### src/rtl/freq_divider_prog_if.sv
// Divisor write bus for freq_divider_prog: write strobe, channel, value, reject pulse and per-channel pending flags.
interface freq_divider_prog_if #(
  parameter int N_CH  = 4,
  parameter int WIDTH = 16
);
  logic             wr_en;
  logic [3:0]       wr_ch;
  logic [WIDTH-1:0] wr_div;
  logic             wr_err;
  logic [N_CH-1:0]  pending;

  modport master (output wr_en, wr_ch, wr_div, input wr_err, pending);
  modport slave  (input wr_en, wr_ch, wr_div, output wr_err, pending);
endinterface

### src/rtl/freq_divider_prog.sv
// Multi-channel programmable clock divider; divisor writes are shadowed and applied at period boundaries.
// Optional macro SYNC_START_EN adds a sync_start input that phase-aligns every channel.
module freq_divider_prog #(
  parameter int N_CH        = 4,
  parameter int WIDTH       = 16,
  parameter int DEFAULT_DIV = 2
) (
  input  logic              clk_in,
  input  logic              reset,
  input  logic [N_CH-1:0]   ch_en,
`ifdef SYNC_START_EN
  input  logic              sync_start,
`endif
  freq_divider_prog_if.slave wr_bus,
  output logic [N_CH-1:0]   clk_out,
  output logic [N_CH-1:0]   tick
);

  localparam logic [4:0]       N_CH_LIM = 5'(N_CH);
  localparam logic [WIDTH-1:0] DIV_RST  = WIDTH'(DEFAULT_DIV);
  localparam logic [WIDTH-1:0] DIV_MIN  = WIDTH'(2);
  localparam logic [WIDTH-1:0] ONE_W    = WIDTH'(1);

  logic wr_valid;
  logic wr_ok;
  logic wr_rej;
  logic sync_pulse;
  logic wr_err_reg;

  assign wr_valid = ({1'b0, wr_bus.wr_ch} < N_CH_LIM) && (wr_bus.wr_div >= DIV_MIN);
  assign wr_ok    = wr_bus.wr_en && wr_valid;
  assign wr_rej   = wr_bus.wr_en && !wr_valid;

`ifdef SYNC_START_EN
  assign sync_pulse = sync_start;
`else
  assign sync_pulse = 1'b0;
`endif

  always_ff @(posedge clk_in) begin
    if (reset) begin
      wr_err_reg <= 1'b0;
    end else begin
      wr_err_reg <= wr_rej;
    end
  end

  assign wr_bus.wr_err = wr_err_reg;

  for (genvar gi = 0; gi < N_CH; gi++) begin : g_ch
    localparam logic [3:0] CH_ID = 4'(gi);

    logic [WIDTH-1:0] div_reg;
    logic [WIDTH-1:0] cnt_reg;
    logic [WIDTH-1:0] shadow_reg;
    logic             pending_reg;
    logic             clk_reg;
    logic             tick_reg;
    logic             wr_hit;
    logic             at_wrap;
    logic             restart;
    logic [WIDTH:0]   high_len;

    assign wr_hit   = wr_ok && (wr_bus.wr_ch == CH_ID);
    assign at_wrap  = (cnt_reg == div_reg - ONE_W);
    assign restart  = sync_pulse || !ch_en[gi];
    // Widened by one bit so (div+1)/2 cannot overflow at the largest divisor.
    assign high_len = ({1'b0, div_reg} + {{WIDTH{1'b0}}, 1'b1}) >> 1;

    always_ff @(posedge clk_in) begin
      if (reset) begin
        div_reg     <= DIV_RST;
        cnt_reg     <= '0;
        shadow_reg  <= '0;
        pending_reg <= 1'b0;
        clk_reg     <= 1'b0;
        tick_reg    <= 1'b0;
      end else begin
        // Divisor changes only where a period ends or the channel is parked, so no runt pulses.
        if (restart || at_wrap) begin
          cnt_reg <= '0;
          if (pending_reg) begin
            div_reg <= shadow_reg;
          end
          pending_reg <= 1'b0;
        end else begin
          cnt_reg <= cnt_reg + ONE_W;
        end

        if (restart) begin
          clk_reg  <= 1'b0;
          tick_reg <= 1'b0;
        end else begin
          clk_reg  <= ({1'b0, cnt_reg} < high_len);
          tick_reg <= at_wrap;
        end

        // A write landing in the apply cycle stays queued as the next pending divisor.
        if (wr_hit) begin
          shadow_reg  <= wr_bus.wr_div;
          pending_reg <= 1'b1;
        end
      end
    end

    assign clk_out[gi]        = clk_reg;
    assign tick[gi]           = tick_reg;
    assign wr_bus.pending[gi] = pending_reg;
  end

endmodule

### src/flat_wrapper.sv
// flat-port wrapper written by rule: the top's interface ports become plain ports
module freq_divider_prog_flat 
#(
  parameter int N_CH        = 4,
  parameter int WIDTH       = 16,
  parameter int DEFAULT_DIV = 2
)
  (clk_in, reset, ch_en, clk_out, tick, wr_bus_wr_en, wr_bus_wr_ch, wr_bus_wr_div, wr_bus_wr_err, wr_bus_pending);
  freq_divider_prog_if #(.N_CH(N_CH), .WIDTH(WIDTH)) wr_bus_i ();
  input  logic clk_in;
  input  logic reset;
  input  logic [N_CH-1:0] ch_en;
  output logic [N_CH-1:0] clk_out;
  output logic [N_CH-1:0] tick;
  input wire logic [$bits(wr_bus_i.wr_en)-1:0] wr_bus_wr_en;
  input wire logic [$bits(wr_bus_i.wr_ch)-1:0] wr_bus_wr_ch;
  input wire logic [$bits(wr_bus_i.wr_div)-1:0] wr_bus_wr_div;
  output wire logic [$bits(wr_bus_i.wr_err)-1:0] wr_bus_wr_err;
  output wire logic [$bits(wr_bus_i.pending)-1:0] wr_bus_pending;
  assign wr_bus_i.wr_en = wr_bus_wr_en;
  assign wr_bus_i.wr_ch = wr_bus_wr_ch;
  assign wr_bus_i.wr_div = wr_bus_wr_div;
  assign wr_bus_wr_err = wr_bus_i.wr_err;
  assign wr_bus_pending = wr_bus_i.pending;
  freq_divider_prog #(.N_CH(N_CH), .WIDTH(WIDTH), .DEFAULT_DIV(DEFAULT_DIV)) u_core (.clk_in(clk_in), .reset(reset), .ch_en(ch_en), .wr_bus(wr_bus_i), .clk_out(clk_out), .tick(tick));
endmodule
### config.mk
export PLATFORM = sky130hd
export DESIGN_NAME = freq_divider_prog_flat
export DESIGN_NICKNAME = d
export VERILOG_FILES = /design/src/rtl/freq_divider_prog_if.sv /design/src/rtl/freq_divider_prog.sv /design/src/flat_wrapper.sv
export SDC_FILE = /design/constraint.sdc
export NUM_CORES = 1
export LEC_CHECK = 0
export ABC_AREA = 1
export CORE_UTILIZATION = 57
export CTS_BUF_LIST = sky130_fd_sc_hd__clkbuf_16
export CTS_CLUSTER_SIZE = 10
export DETAILED_ROUTE_END_ITERATION = 8
export HOLD_SLACK_MARGIN = 0.1
export PLACE_DENSITY = 0.79
export SETUP_SLACK_MARGIN = 0.3
export SLEW_MARGIN = 20
export SYNTH_ARGS = -nofsm -noshare
export SYNTH_HDL_FRONTEND = slang
export SYNTH_SLANG_ARGS = --single-unit
export TNS_END_PERCENT = 20
### constraint.sdc
create_clock -name clk_in -period 2.35 [get_ports clk_in]
set_input_delay 0.47 -clock clk_in [delete_from_list [all_inputs] [get_ports clk_in]]
set_output_delay 0.47 -clock clk_in [all_outputs]
set_load 0.1 [all_outputs]
==> run_results.csv <==
group,metric,value,unit
run_status,status,"finished, violations left",
run_status,violations,"negative setup slack",
worst_setup_path,cp-start-kind,"flop",
logic_synthesis,synthArstFlopShare,0,
logic_synthesis,syn_inst,1927,
routing,via_per_inst,5.443,
finish,fin_cells,2331,
floorplan,io_pins,40,
timing,finalMaxSlewViolations,0,
logic_synthesis,synth_edf_count,0,
worst_setup_path,reg2reg_to,"u_core.g_ch[1].clk_reg$_SDFF_PP0_",
timing,finalHoldViolations,0,
run,max-cap-violations,0,
worst_setup_path,slowest_stage,"dfxtp_2",
clocking,root_buffer,"clkbuf_16",
clocking,clk_pin_slew,50,ps
worst_setup_path,required,2800,ps
logic_synthesis,yosysWarnings,0,
timing,worst_slew_pin_slew,807.1,ps
worst_setup_path,startpoint,"u_core.g_ch[1].div_reg[1]$_SDFFE_PP1P_",
worst_setup_path,r2r-start,"u_core.g_ch[1].div_reg[1]$_SDFFE_PP1P_",
timing,fin_crit_sh,1.089,
global_route,grt_start_max_net_pins,42,
worst_hold_path,hold_class,"reg -> reg",
worst_setup_path,ff2ff_setup_slack,-210,ps
timing,fin_worst_skew,14.98,ps
logic_synthesis,synthFlopType,"dfxtp_1",
global_route,grt_pass1_wl,55510,um
placement,gp_congestion,0.9587,
routing,drc,0,
finish,drive_above_1_share,0.1672,
worst_setup_path,worstSetupPathType,"reg -> reg",
timing,setup_tns,-396.2,ps
clocking,cts_tree,"built",
clocking,cts.htree.levels,1,
routing,wl_per_cell,14.52,um
logic_synthesis,synth_area,13250,um^2
worst_setup_path,critPathArrivalTime,3010,ps
placement,dp_hpwl,23230,um
timing,finalCriticalPeriod,2560,ps
logic_synthesis,yosys.area.top_type_share,0.3098,
power,total_leakage_power,6.639,nW
logic_synthesis,syn-num-nets,2026,
global_route,grt-ovfl-total,0,
logic_synthesis,synth_area_per_cell,6.875,um^2
clocking,cts_made_buffers,25,
placement,port_buffers,39,
worst_setup_path,cp-end-kind,"flop",
routing,via_count,12690,
worst_setup_path,cp-endpoint,"u_core.g_ch[1].clk_reg$_SDFF_PP0_",
clocking,cts.path.max_buffers,3,
timing,setup_violations,4,
floorplan,initial_core_util,0.5834,
worst_setup_path,slowest_delay,350,ps
power,ir_drop,0.5340,mV
logic_synthesis,synth_area_leaders,"dfxtp_1 (31%), nand2_1 (10%), a21oi_1 (6.8%)",
power,power_density,491.9,nW/um^2
timing,relSlewSlack,0.4603,
routing,drt_wl_total,33840,um
finish,nets,2136,
timing,timing.fmax,390.7,MHz
global_route,antenna_found_initial,0,
logic_synthesis,ys_ff_latch,205,
floorplan,core,22710,um^2
routing,drt_iter0_markers,792,
finish,fillerInstances,1786,
finish,utilization,0.7007,
timing,rsz0062_at_grt,"true",
clocking,worstSkewPairLatency,530,ps
routing,first_pass_iters,5,
logic_synthesis,yosysSeqAreaShare,0.3098,
clocking,clkSinkCount,205,
worst_setup_path,worst-path-max-fanout,3,
timing,setup_ws,-209.7,ps
worst_setup_path,path_cells,"ha_4, nand3_2, nor2_1, nand2_1, nor2_2, nand4_1, nor3_2, nand2_1, xor2_1, ha_1, a21oi_2, o21ai_1, a21oi_1, nand2_1, nor2_1",
worst_setup_path,cp_common_cell,"nand2_1",
floorplan,die-area,23850,um^2
placement,place_ws,-166.8,ps
worst_setup_path,r2r_cells,15,
logic_synthesis,synth.distinct_cells,41,
global_route,globalRouteTotalUtil,0.2795,
finish,n_antenna_cell,0,
global_route,grt_pass1_vias,11900,
placement,place_inst,2263,
clocking,postCtsHoldBufs,0,
routing,antenna_left,0,
floorplan,die_h,154.5,um
floorplan,row_count,55,
logic_synthesis,synth_top_area_cell,"dfxtp_1",
finish,syn2layout_area_growth,20.12,%
floorplan,fp.dieW,154.5,um
## worst max-delay path, delay by kind of cell (launching register included)
kind	cells	cell delay [ps]
simple gates	9	1150
compound gates	3	350
fa+ha+maj	2	480
flops	1	350
xor+xnor	1	160
## cells in the final DEF (no fill, tap or decap), types with 5 or more instances in the layout
cell / synthesis / final
a21oi_1: 180 / 176
buf_12: 0 / 14
buf_4: 15 / 134
buf_6: 22 / 5
clkbuf_16: 0 / 25
clkdlybuf4s50_1: 0 / 26
clkinv_1: 1 / 6
dfxtp_1: 205 / 193
dfxtp_2: 0 / 8
ha_1: 72 / 64
ha_4: 0 / 8
inv_1: 216 / 214
inv_4: 0 / 6
nand2_1: 360 / 356
nand2_2: 10 / 10
nand2_4: 5 / 9
nand2_8: 0 / 6
nand3_1: 158 / 141
nand3_2: 8 / 20
nand3_4: 0 / 5
nand3b_1: 16 / 16
nand4_1: 28 / 28
nor2_1: 236 / 209
nor2_2: 8 / 29
nor2_4: 13 / 19
nor3_1: 26 / 19
nor3_2: 9 / 10
nor3_4: 0 / 6
nor3b_1: 7 / 5
o211ai_1: 8 / 8
o21ai_0: 88 / 83
o21ai_1: 3 / 7
o31ai_1: 6 / 6
or2_2: 7 / 7
xnor2_1: 49 / 49
xor2_1: 82 / 82
## layer usage
layer | vias to the layer above | wire length (um) | global-route usage
met5 | - | 0 | 0
met3 | 77 | 1470 | 0.03446
met2 | 282 | 16740 | 0.4945
met1 | 5893 | 14580 | 0.3455
li1 | 6436 | - | -
met4 | 0 | 1055 | 0.1075
## per-stage QoR
stage	hold slack, ps	cell area, um^2	power (W)
global placement	435.6	14380	0.004458
global route	464.4	15910	0.008102
finish	449.3	15910	0.007827
detailed placement	443.2	14380	0.004476
CTS	450.6	15700	0.007840
floorplan	423.9	13270	0.004225
## what timing repair did
| item | in CTS | in global routing |
|---|---|---|
| buffers inserted | 20 | 6 |
| pin swaps | 59 | 33 |
| gates resized for setup | 107 | 40 |
| endpoints found under the setup margin | 136 | 140 |
| cloned | 6 | 0 |
## worst min path at each step
stage	from	endpoint	slack [ps]	depth (start not counted)
after floorplan	u_core.g_ch[0].shadow_reg[1]$_SDFFE_PP0P_	u_core.g_ch[0].shadow_reg[1]$_SDFFE_PP0P_	420	2
after global placement	u_core.g_ch[0].shadow_reg[1]$_SDFFE_PP0P_	u_core.g_ch[0].shadow_reg[1]$_SDFFE_PP0P_	440	2
after detailed placement	u_core.g_ch[2].shadow_reg[1]$_SDFFE_PP0P_	u_core.g_ch[2].shadow_reg[1]$_SDFFE_PP0P_	440	2
after CTS	u_core.g_ch[2].shadow_reg[1]$_SDFFE_PP0P_	u_core.g_ch[2].shadow_reg[1]$_SDFFE_PP0P_	450	2
after global routing	u_core.g_ch[2].shadow_reg[5]$_SDFFE_PP0P_	u_core.g_ch[2].shadow_reg[5]$_SDFFE_PP0P_	460	2
final	u_core.g_ch[2].shadow_reg[5]$_SDFFE_PP0P_	u_core.g_ch[2].shadow_reg[5]$_SDFFE_PP0P_	450	2
## cells in the mapped netlist (13+ instances only)
cell        n
clkbuf_1   39
nand4_1    28
nor2_4     13
nand2_1   360
xnor2_1    49
xor2_1     82
nor3_1     26
ha_1       72
nor2_1    236
a21oi_1   180
buf_2      19
nand3_1   158
buf_4      15
buf_6      22
nand3b_1   16
dfxtp_1   205
o21ai_0    88
inv_1     216
## kinds of logic (layout without fill, tap and decap cells)
kind of cell    after synthesis  after routing  share of synthesized area
flops                       205            205                     0.3098
simple gates                902            908                     0.3103
xor+xnor                    131            131                    0.08661
compound gates              294            294                     0.1153
fa+ha+maj                    72             72                    0.06800
buf+inv                     323            436                     0.1100
## cell type report
cell class                      count  area [um^2]  share of cell area
Multi-Input combinational cell   1405         8288              0.5208
Timing Repair Buffer              180         1618              0.1017
Clock buffer                       25        625.6             0.03931
Inverter                          220        849.6             0.05339
Tap cell                          285        356.6             0.02241
Sequential cell                   205         4129              0.2595
Clock inverter                     11        46.29            0.002909
## power by group
group          total (W)  internal, W  leakage (nW)  switching (W)
clock            0.00329      0.00188         0.347        0.00141
sequential       0.00357      0.00353          1.66      0.0000439
combinational   0.000958     0.000354          4.63       0.000604
Note: power is estimated with default switching activity, not from simulation.
